===== config.mk =====
export PLATFORM = sky130hd
export DESIGN_NAME = branch_resolve_ctrl
export DESIGN_NICKNAME = d
export VERILOG_FILES = /design/src/rtl/control_unit_types_pkg.sv /design/src/rtl/bpq_fifo.sv /design/src/rtl/branch_resolve_ctrl.sv
export SDC_FILE = /design/constraint.sdc
export NUM_CORES = 1
export LEC_CHECK = 0
export BUFFER_PORTS_ARGS = -buffer_cell sky130_fd_sc_hd__buf_2
export CORE_ASPECT_RATIO = 1.1
export CORE_MARGIN = 8
export CORE_UTILIZATION = 52
export CTS_BUF_LIST = sky130_fd_sc_hd__clkbuf_8
export DETAILED_ROUTE_END_ITERATION = 8
export PLACE_DENSITY = 0.82
export SYNTH_ARGS = -nofsm -noshare
export SYNTH_HDL_FRONTEND = slang
export SYNTH_SLANG_ARGS = --single-unit

===== constraint.sdc =====
create_clock -name CLK -period 3.15 [get_ports CLK]
set_input_delay 0.1575 -clock CLK [delete_from_list [all_inputs] [get_ports CLK]]
set_output_delay 0.1575 -clock CLK [all_outputs]
set_load 0.01 [all_outputs]

===== src/rtl/control_unit_types_pkg.sv =====
// Shared types for the branch-predictor sequencing controller.
//   bpq_entry_t    : one in-flight prediction, {predictor index, predicted direction}
//   bpctrl_state_t : controller FSM state
//   BPQ_DEPTH      : default in-flight queue depth
package control_unit_types_pkg;

   localparam int BPQ_DEPTH = 4;

   typedef struct packed {
      logic [1:0] index;
      logic       pred;
   } bpq_entry_t;

   typedef enum logic {
      RUN     = 1'b0,
      RECOVER = 1'b1
   } bpctrl_state_t;

endpackage


===== src/rtl/bpq_fifo.sv =====
// In-flight prediction queue: synchronous-write circular buffer of bpq_entry_t.
// Ports:
//   CLK, RST  : clock, asynchronous active-high reset
//   push      : write push_data at the tail (ignored when full)
//   push_data : entry to write
//   pop       : drop the head entry (ignored when empty)
//   clear     : empty the queue; takes priority over push and pop
//   full, empty, count : occupancy status from registered state
//   head      : entry at the head (undefined content when empty)
module bpq_fifo
   import control_unit_types_pkg::*;
#(
   parameter int DEPTH = BPQ_DEPTH,
   localparam int PW = $clog2(DEPTH)
) (
   input  logic          CLK,
   input  logic          RST,
   input  logic          push,
   input  bpq_entry_t    push_data,
   input  logic          pop,
   input  logic          clear,
   output logic          full,
   output logic          empty,
   output logic [PW:0]   count,
   output bpq_entry_t    head
);

   bpq_entry_t    mem_q [DEPTH];
   logic [PW-1:0] head_q, head_d;
   logic [PW-1:0] tail_q, tail_d;
   logic [PW:0]   count_q, count_d;
   logic          do_push;
   logic          do_pop;

   assign full  = (count_q == (PW+1)'(DEPTH));
   assign empty = (count_q == '0);
   assign count = count_q;
   assign head  = mem_q[head_q];

   // Push is gated on registered full only; a same-cycle pop never makes room.
   assign do_push = push && !full && !clear;
   assign do_pop  = pop && !empty && !clear;

   always_comb begin
      head_d  = head_q;
      tail_d  = tail_q;
      count_d = count_q;
      if (clear) begin
         head_d  = '0;
         tail_d  = '0;
         count_d = '0;
      end else begin
         if (do_push) tail_d = tail_q + 1'b1;
         if (do_pop)  head_d = head_q + 1'b1;
         count_d = count_q + (PW+1)'(do_push) - (PW+1)'(do_pop);
      end
   end

   always_ff @(posedge CLK or posedge RST) begin
      if (RST) begin
         head_q  <= '0;
         tail_q  <= '0;
         count_q <= '0;
      end else begin
         head_q  <= head_d;
         tail_q  <= tail_d;
         count_q <= count_d;
      end
   end

   // Storage needs no reset: entries are only read while counted as valid.
   always_ff @(posedge CLK) begin
      if (do_push) mem_q[tail_q] <= push_data;
   end

endmodule


===== src/rtl/branch_resolve_ctrl.sv =====
// Branch-resolution sequencing controller for the 4-entry branch predictor.
// Records IF predictions in an in-flight queue, pairs MEM resolutions with the
// oldest prediction, trains the predictor, and flags/recovers from mispredicts.
// Ports:
//   CLK, RST                    : clock, asynchronous active-high reset
//   if_valid, if_index, pr_result : IF-stage prediction being consumed
//   alloc_ok                    : IF may allocate this cycle
//   mm_valid, mm_taken          : MEM-stage branch resolution
//   mm_index                    : predictor index of the queue head (0 when empty)
//   flush_all                   : external pipeline flush, empties the queue
//   upd_en, upd_index, upd_taken: registered training strobe
//   mispredict                  : registered redirect pulse
//   inflight                    : queue occupancy
//   proto_err                   : sticky, resolution seen with empty queue
//   stat_branches, stat_mispred : saturating counters
// Build option: define BPCTRL_STATS_EN to build the statistics counters;
// otherwise the stat ports are tied to 0.
//
// state   | meaning
// RUN     | normal operation, IF may allocate while the queue has room
// RECOVER | one cycle after a mispredict, IF allocation blocked
module branch_resolve_ctrl
   import control_unit_types_pkg::*;
#(
   parameter int DEPTH = BPQ_DEPTH,
   localparam int PW = $clog2(DEPTH)
) (
   input  logic          CLK,
   input  logic          RST,
   input  logic          if_valid,
   input  logic [1:0]    if_index,
   input  logic          pr_result,
   output logic          alloc_ok,
   input  logic          mm_valid,
   input  logic          mm_taken,
   output logic [1:0]    mm_index,
   input  logic          flush_all,
   output logic          upd_en,
   output logic [1:0]    upd_index,
   output logic          upd_taken,
   output logic          mispredict,
   output logic [PW:0]   inflight,
   output logic          proto_err,
   output logic [15:0]   stat_branches,
   output logic [15:0]   stat_mispred
);

   bpctrl_state_t state_q, state_d;
   logic          upd_en_q, upd_en_d;
   logic [1:0]    upd_index_q, upd_index_d;
   logic          upd_taken_q, upd_taken_d;
   logic          mispredict_q, mispredict_d;
   logic          proto_err_q, proto_err_d;

   logic          q_full, q_empty;
   bpq_entry_t    q_head;
   logic          resolve, mismatch, push, clear;

   assign alloc_ok = (state_q == RUN) && !q_full;
   assign resolve  = mm_valid && !q_empty;
   assign mismatch = resolve && (mm_taken != q_head.pred);
   // Allocations coinciding with a mispredict or flush are wrong-path.
   assign push     = if_valid && alloc_ok && !mismatch && !flush_all;
   assign clear    = mismatch || flush_all;
   assign mm_index = q_empty ? 2'b00 : q_head.index;

   bpq_fifo #(.DEPTH(DEPTH)) u_bpq (
      .CLK       (CLK),
      .RST       (RST),
      .push      (push),
      .push_data ({if_index, pr_result}),
      .pop       (resolve),
      .clear     (clear),
      .full      (q_full),
      .empty     (q_empty),
      .count     (inflight),
      .head      (q_head)
   );

   always_comb begin
      state_d      = state_q;
      upd_en_d     = resolve;
      upd_index_d  = upd_index_q;
      upd_taken_d  = upd_taken_q;
      mispredict_d = mismatch;
      proto_err_d  = proto_err_q || (mm_valid && q_empty);
      if (resolve) begin
         upd_index_d = q_head.index;
         upd_taken_d = mm_taken;
      end
      case (state_q)
         RUN:     if (mismatch) state_d = RECOVER;
         RECOVER: state_d = RUN;
         default: state_d = RUN;
      endcase
   end

   always_ff @(posedge CLK or posedge RST) begin
      if (RST) begin
         state_q      <= RUN;
         upd_en_q     <= 1'b0;
         upd_index_q  <= 2'b00;
         upd_taken_q  <= 1'b0;
         mispredict_q <= 1'b0;
         proto_err_q  <= 1'b0;
      end else begin
         state_q      <= state_d;
         upd_en_q     <= upd_en_d;
         upd_index_q  <= upd_index_d;
         upd_taken_q  <= upd_taken_d;
         mispredict_q <= mispredict_d;
         proto_err_q  <= proto_err_d;
      end
   end

   assign upd_en     = upd_en_q;
   assign upd_index  = upd_index_q;
   assign upd_taken  = upd_taken_q;
   assign mispredict = mispredict_q;
   assign proto_err  = proto_err_q;

`ifdef BPCTRL_STATS_EN
   logic [15:0] stat_branches_q, stat_branches_d;
   logic [15:0] stat_mispred_q, stat_mispred_d;

   always_comb begin
      stat_branches_d = stat_branches_q;
      stat_mispred_d  = stat_mispred_q;
      if (resolve && (stat_branches_q != 16'hFFFF)) stat_branches_d = stat_branches_q + 16'd1;
      if (mismatch && (stat_mispred_q != 16'hFFFF)) stat_mispred_d = stat_mispred_q + 16'd1;
   end

   always_ff @(posedge CLK or posedge RST) begin
      if (RST) begin
         stat_branches_q <= '0;
         stat_mispred_q  <= '0;
      end else begin
         stat_branches_q <= stat_branches_d;
         stat_mispred_q  <= stat_mispred_d;
      end
   end

   assign stat_branches = stat_branches_q;
   assign stat_mispred  = stat_mispred_q;
`else
   assign stat_branches = 16'h0000;
   assign stat_mispred  = 16'h0000;
`endif

endmodule

==> flow_metrics.py <==
metrics = {
    "status": {
        "outcome": "finished, final reports clean",
    },
    "cells_and_area": {
        "regArea_um2": 710.7,
        "stdcell_count": 184,
        "final_util_pct": 58.26,
        "multi_input_area_um2": 643.1,
        "antenna_cells": 0,
        "fillers": 234,
        "final_nets": 168,
        "drive_gt1_share_pct": 24.50,
        "syn_to_final_growth_pct": 5.412,
    },
    "timing": {
        "fin_skew_ns": 0.002095,
        "slew_headroom_pct": 41.65,
        "tightest_slew_ns": 0.8730,
        "slew_violations": 0,
        "tns_ns": 0,
        "finalHoldViolCount": 0,
        "fin_crit_sh_pct": 89.54,
        "rsz0062_at_grt": "no",
        "period_needed_ns": 2.820,
        "setup_viol": 0,
        "max_clock_freq_mhz": 354.5,
    },
    "pwr": {
        "p_total_uw": 1284,
        "peakVddDrop_v": 0.0003743,
        "p_leak_uw": 0.0007308,
        "power.density_nw_per_um2": 786.4,
    },
    "floorplanning": {
        "core_area_um2": 2803,
        "ios": 53,
        "die-height_um": 73.24,
        "fp-row-count": 20,
        "initial_core_util_pct": 55.27,
        "die-area_um2": 4983,
        "die_w_um": 68.04,
    },
    "global_route": {
        "antenna_found_initial": 0,
        "grt_pass1_vias": 864,
        "grt-ovfl-total": 0,
        "grt_max_degree": 17,
        "grt_pass1_wl_um": 4167,
        "grt_usage_pct": 11.01,
    },
    "route": {
        "vias_per_cell": 4.973,
        "first_pass_iters": 4,
        "ant_nets": 0,
        "drc": 0,
        "vias": 915,
        "drt-initial-drc-count": 21,
        "wl_per_cell_um": 14.80,
        "wirelength_um": 2723,
    },
    "placed_design": {
        "hpwlAfterDp_um": 2151,
        "gp_congestion": 0.7881,
        "io_buffers": 20,
        "placedCellCount": 179,
    },
    "yosys": {
        "yosysTopAreaCellShare_pct": 23.26,
        "yosys_warnings": 0,
        "synth_cells": 129,
        "ys_ff_latch": 26,
        "synth-seq-area-share_pct": 45.88,
        "synth_top_family_by_area": "buffers and inverters",
        "yosys.cell_types.count": 35,
        "synth_xor_area_share_pct": 2.746,
        "synth_compound_area_share_pct": 11.47,
        "yosys.area_share.simple_pct": 7.835,
        "synth_area_leaders": "edfxtp_1 23%, dfrtp_1 23%, buf_4 16%",
        "synth_fa_ha_area_share_pct": 6.139,
        "netlist_area_um2": 1549,
        "muxShareOfSynthArea_pct": 5.574,
        "synth.avg_cell_area_um2": 12.01,
        "yosys.area.top_type": "edfxtp_1",
    },
    "clocking": {
        "clk_path_buf_depth": 2,
        "insertion_delay_ns": 0.27,
        "h-tree-depth": 1,
        "ctsResizeCount": 0,
        "cts_setup_buffers": 0,
        "numCtsBuffers": 3,
        "cts_tree": "built",
        "clkTransAtPathRegs_ns": 0.09,
        "cts_root_buffer": "clkbuf_8",
        "clock-sinks": 26,
        "postCtsHoldBufs": 1,
    },
    "setup_path": {
        "worstPathCellList": "mux4_2, xor2_2, buf_4, a211oi_2, ha_1, inv_1, fa_1, xor2_1, xnor2_1, a211oi_2",
        "critPathMaxStageDelay_ns": 0.57,
        "worstSetupPathType": "flop to flop",
        "required_ns": 3.34,
        "start_kind": "flop",
        "worst_setup_path_end_kind": "flop",
        "crit_arrival_ns": 3.01,
        "cp_common_cell": "a211oi_2",
        "worstPathMaxFanout": 14,
        "slowest_stage": "mux4_2",
    },
    "run": {
        "drv_cap": 0,
    },
    "worst_hold_path": {
        "hp-class": "primary input to flop",
    },
}
==> per-stage QoR <==
stage          hold WS, ns  worst slack [ns]  area, um^2
5_1_grt             0.1013            0.1056        1633
4_1_cts            0.09293            0.3098        1633
3_5_place_dp        0.2268            0.3518        1551
2_1_floorplan      0.04672            0.3062        1665
6_report            0.1002            0.3295        1633
3_3_place_gp        0.2109            0.3926        1551
==> power by group <==
group / internal, uW / total, uW / switching, uW
clock network: 170 / 272 / 102
registers: 427 / 494 / 67.2
logic: 217 / 518 / 301
total: 814 / 1280 / 470
==> placed cells by master (no fill, tap or decap), types with 2 or more instances in the layout <==
cell,Yosys,layout
xnor2_1,2,2
dfrtp_1,14,14
a2111oi_1,4,4
clkbuf_8,0,3
ha_1,6,6
a211oi_2,4,4
nor3_1,2,2
nor2b_1,3,3
nand2b_1,2,2
inv_1,10,10
mux4_1,2,2
o21ai_0,3,3
nand2_1,8,8
edfxtp_1,12,12
buf_2,0,20
a221oi_2,2,2
nand3_1,2,2
buf_4,32,2
nor3b_1,2,2
conb_1,1,32
==> cell type report <==
cell class              instances  share of cell area [%]
multi-input cells              87                   39.39
flip-flops and latches         26                   43.52
repair buffers                 23                   7.663
clock buffers                   3                   2.529
clock inverters                 1                   1.839
well taps                      33                   2.529
inverters                      11                   2.529
==> sequential cells by signal, indices dropped and copies added, names as in the netlist <==
signal,cells
u_bpq.tail_q,2
state_q,1
u_bpq.mem_q,12
upd_index,2
u_bpq.count,3
mispredict,1
upd_en,1
u_bpq.head_q,2
proto_err,1
upd_taken,1
==> synthesized netlist by cell type <==
cell type	n
mux4_2	1
xor2_2	1
o21ai_0	3
buf_4	32
and2_1	1
dfrtp_1	14
a211oi_2	4
inv_1	10
a221oi_1	1
nand3_1	2
nand2b_1	2
nand2_1	8
xor2_1	1
clkbuf_1	1
mux4_1	2
nor2b_1	3
fa_1	1
xnor2_1	2
conb_1	1
mux2_2	1
or3b_2	1
buf_1	1
nor2_1	1
a21oi_1	1
a221oi_2	2
nor3b_1	2
buf_6	2
o31ai_4	1
or3_1	1
a2111oi_1	4
edfxtp_1	12
nor3_1	2
a21o_1	1
clkinv_1	1
ha_1	6
==> layer usage <==
metal  part of all wire [%]  vias up  GRT usage [%]  routed length, um
li1                       -      426              -                  -
met1                     35      444          12.17                959
met2                     50       40          18.58               1367
met3                     13        5          2.458                341
met4                    2.0        0          6.378                 54
met5                      0        -              0                  0
==> logic make-up after synthesis <==
kind of cell	count (synthesis)
other	1
AO/OA/AOI/OAI	17
buffers and inverters	47
AND/OR/NAND/NOR	23
multiplexers	4
flip-flops	26
XOR/XNOR	4
adder cells (fa/ha/maj)	7
==> worst paths after layout <==
path	start	endpoint	slack, ns	depth (start not counted)
max reg2reg	u_bpq.head_q[0]	u_bpq.count[2]	0.33	10
max	u_bpq.head_q[0]	u_bpq.count[2]	0.33	10
max in group asynchronous	RST	u_bpq.tail_q[1]	2.33	3
min	pr_result	u_bpq.mem_q[0][0]	0.10	1
min reg2reg	upd_index[1]	upd_index[1]	0.47	2
min in group asynchronous	RST	u_bpq.head_q[0]	0.46	3
==> critical path: cells and delay by family (launching register included) <==
family	cells	cell delay (ns)
AOI/OAI and AO/OA	2	0.43
xor gates and xnor gates	3	0.48
adders and majority gates	2	0.55
buffers and inverters	2	0.25
DFF	1	0.47
muxes	1	0.57
(Power assumes the default switching activity.)
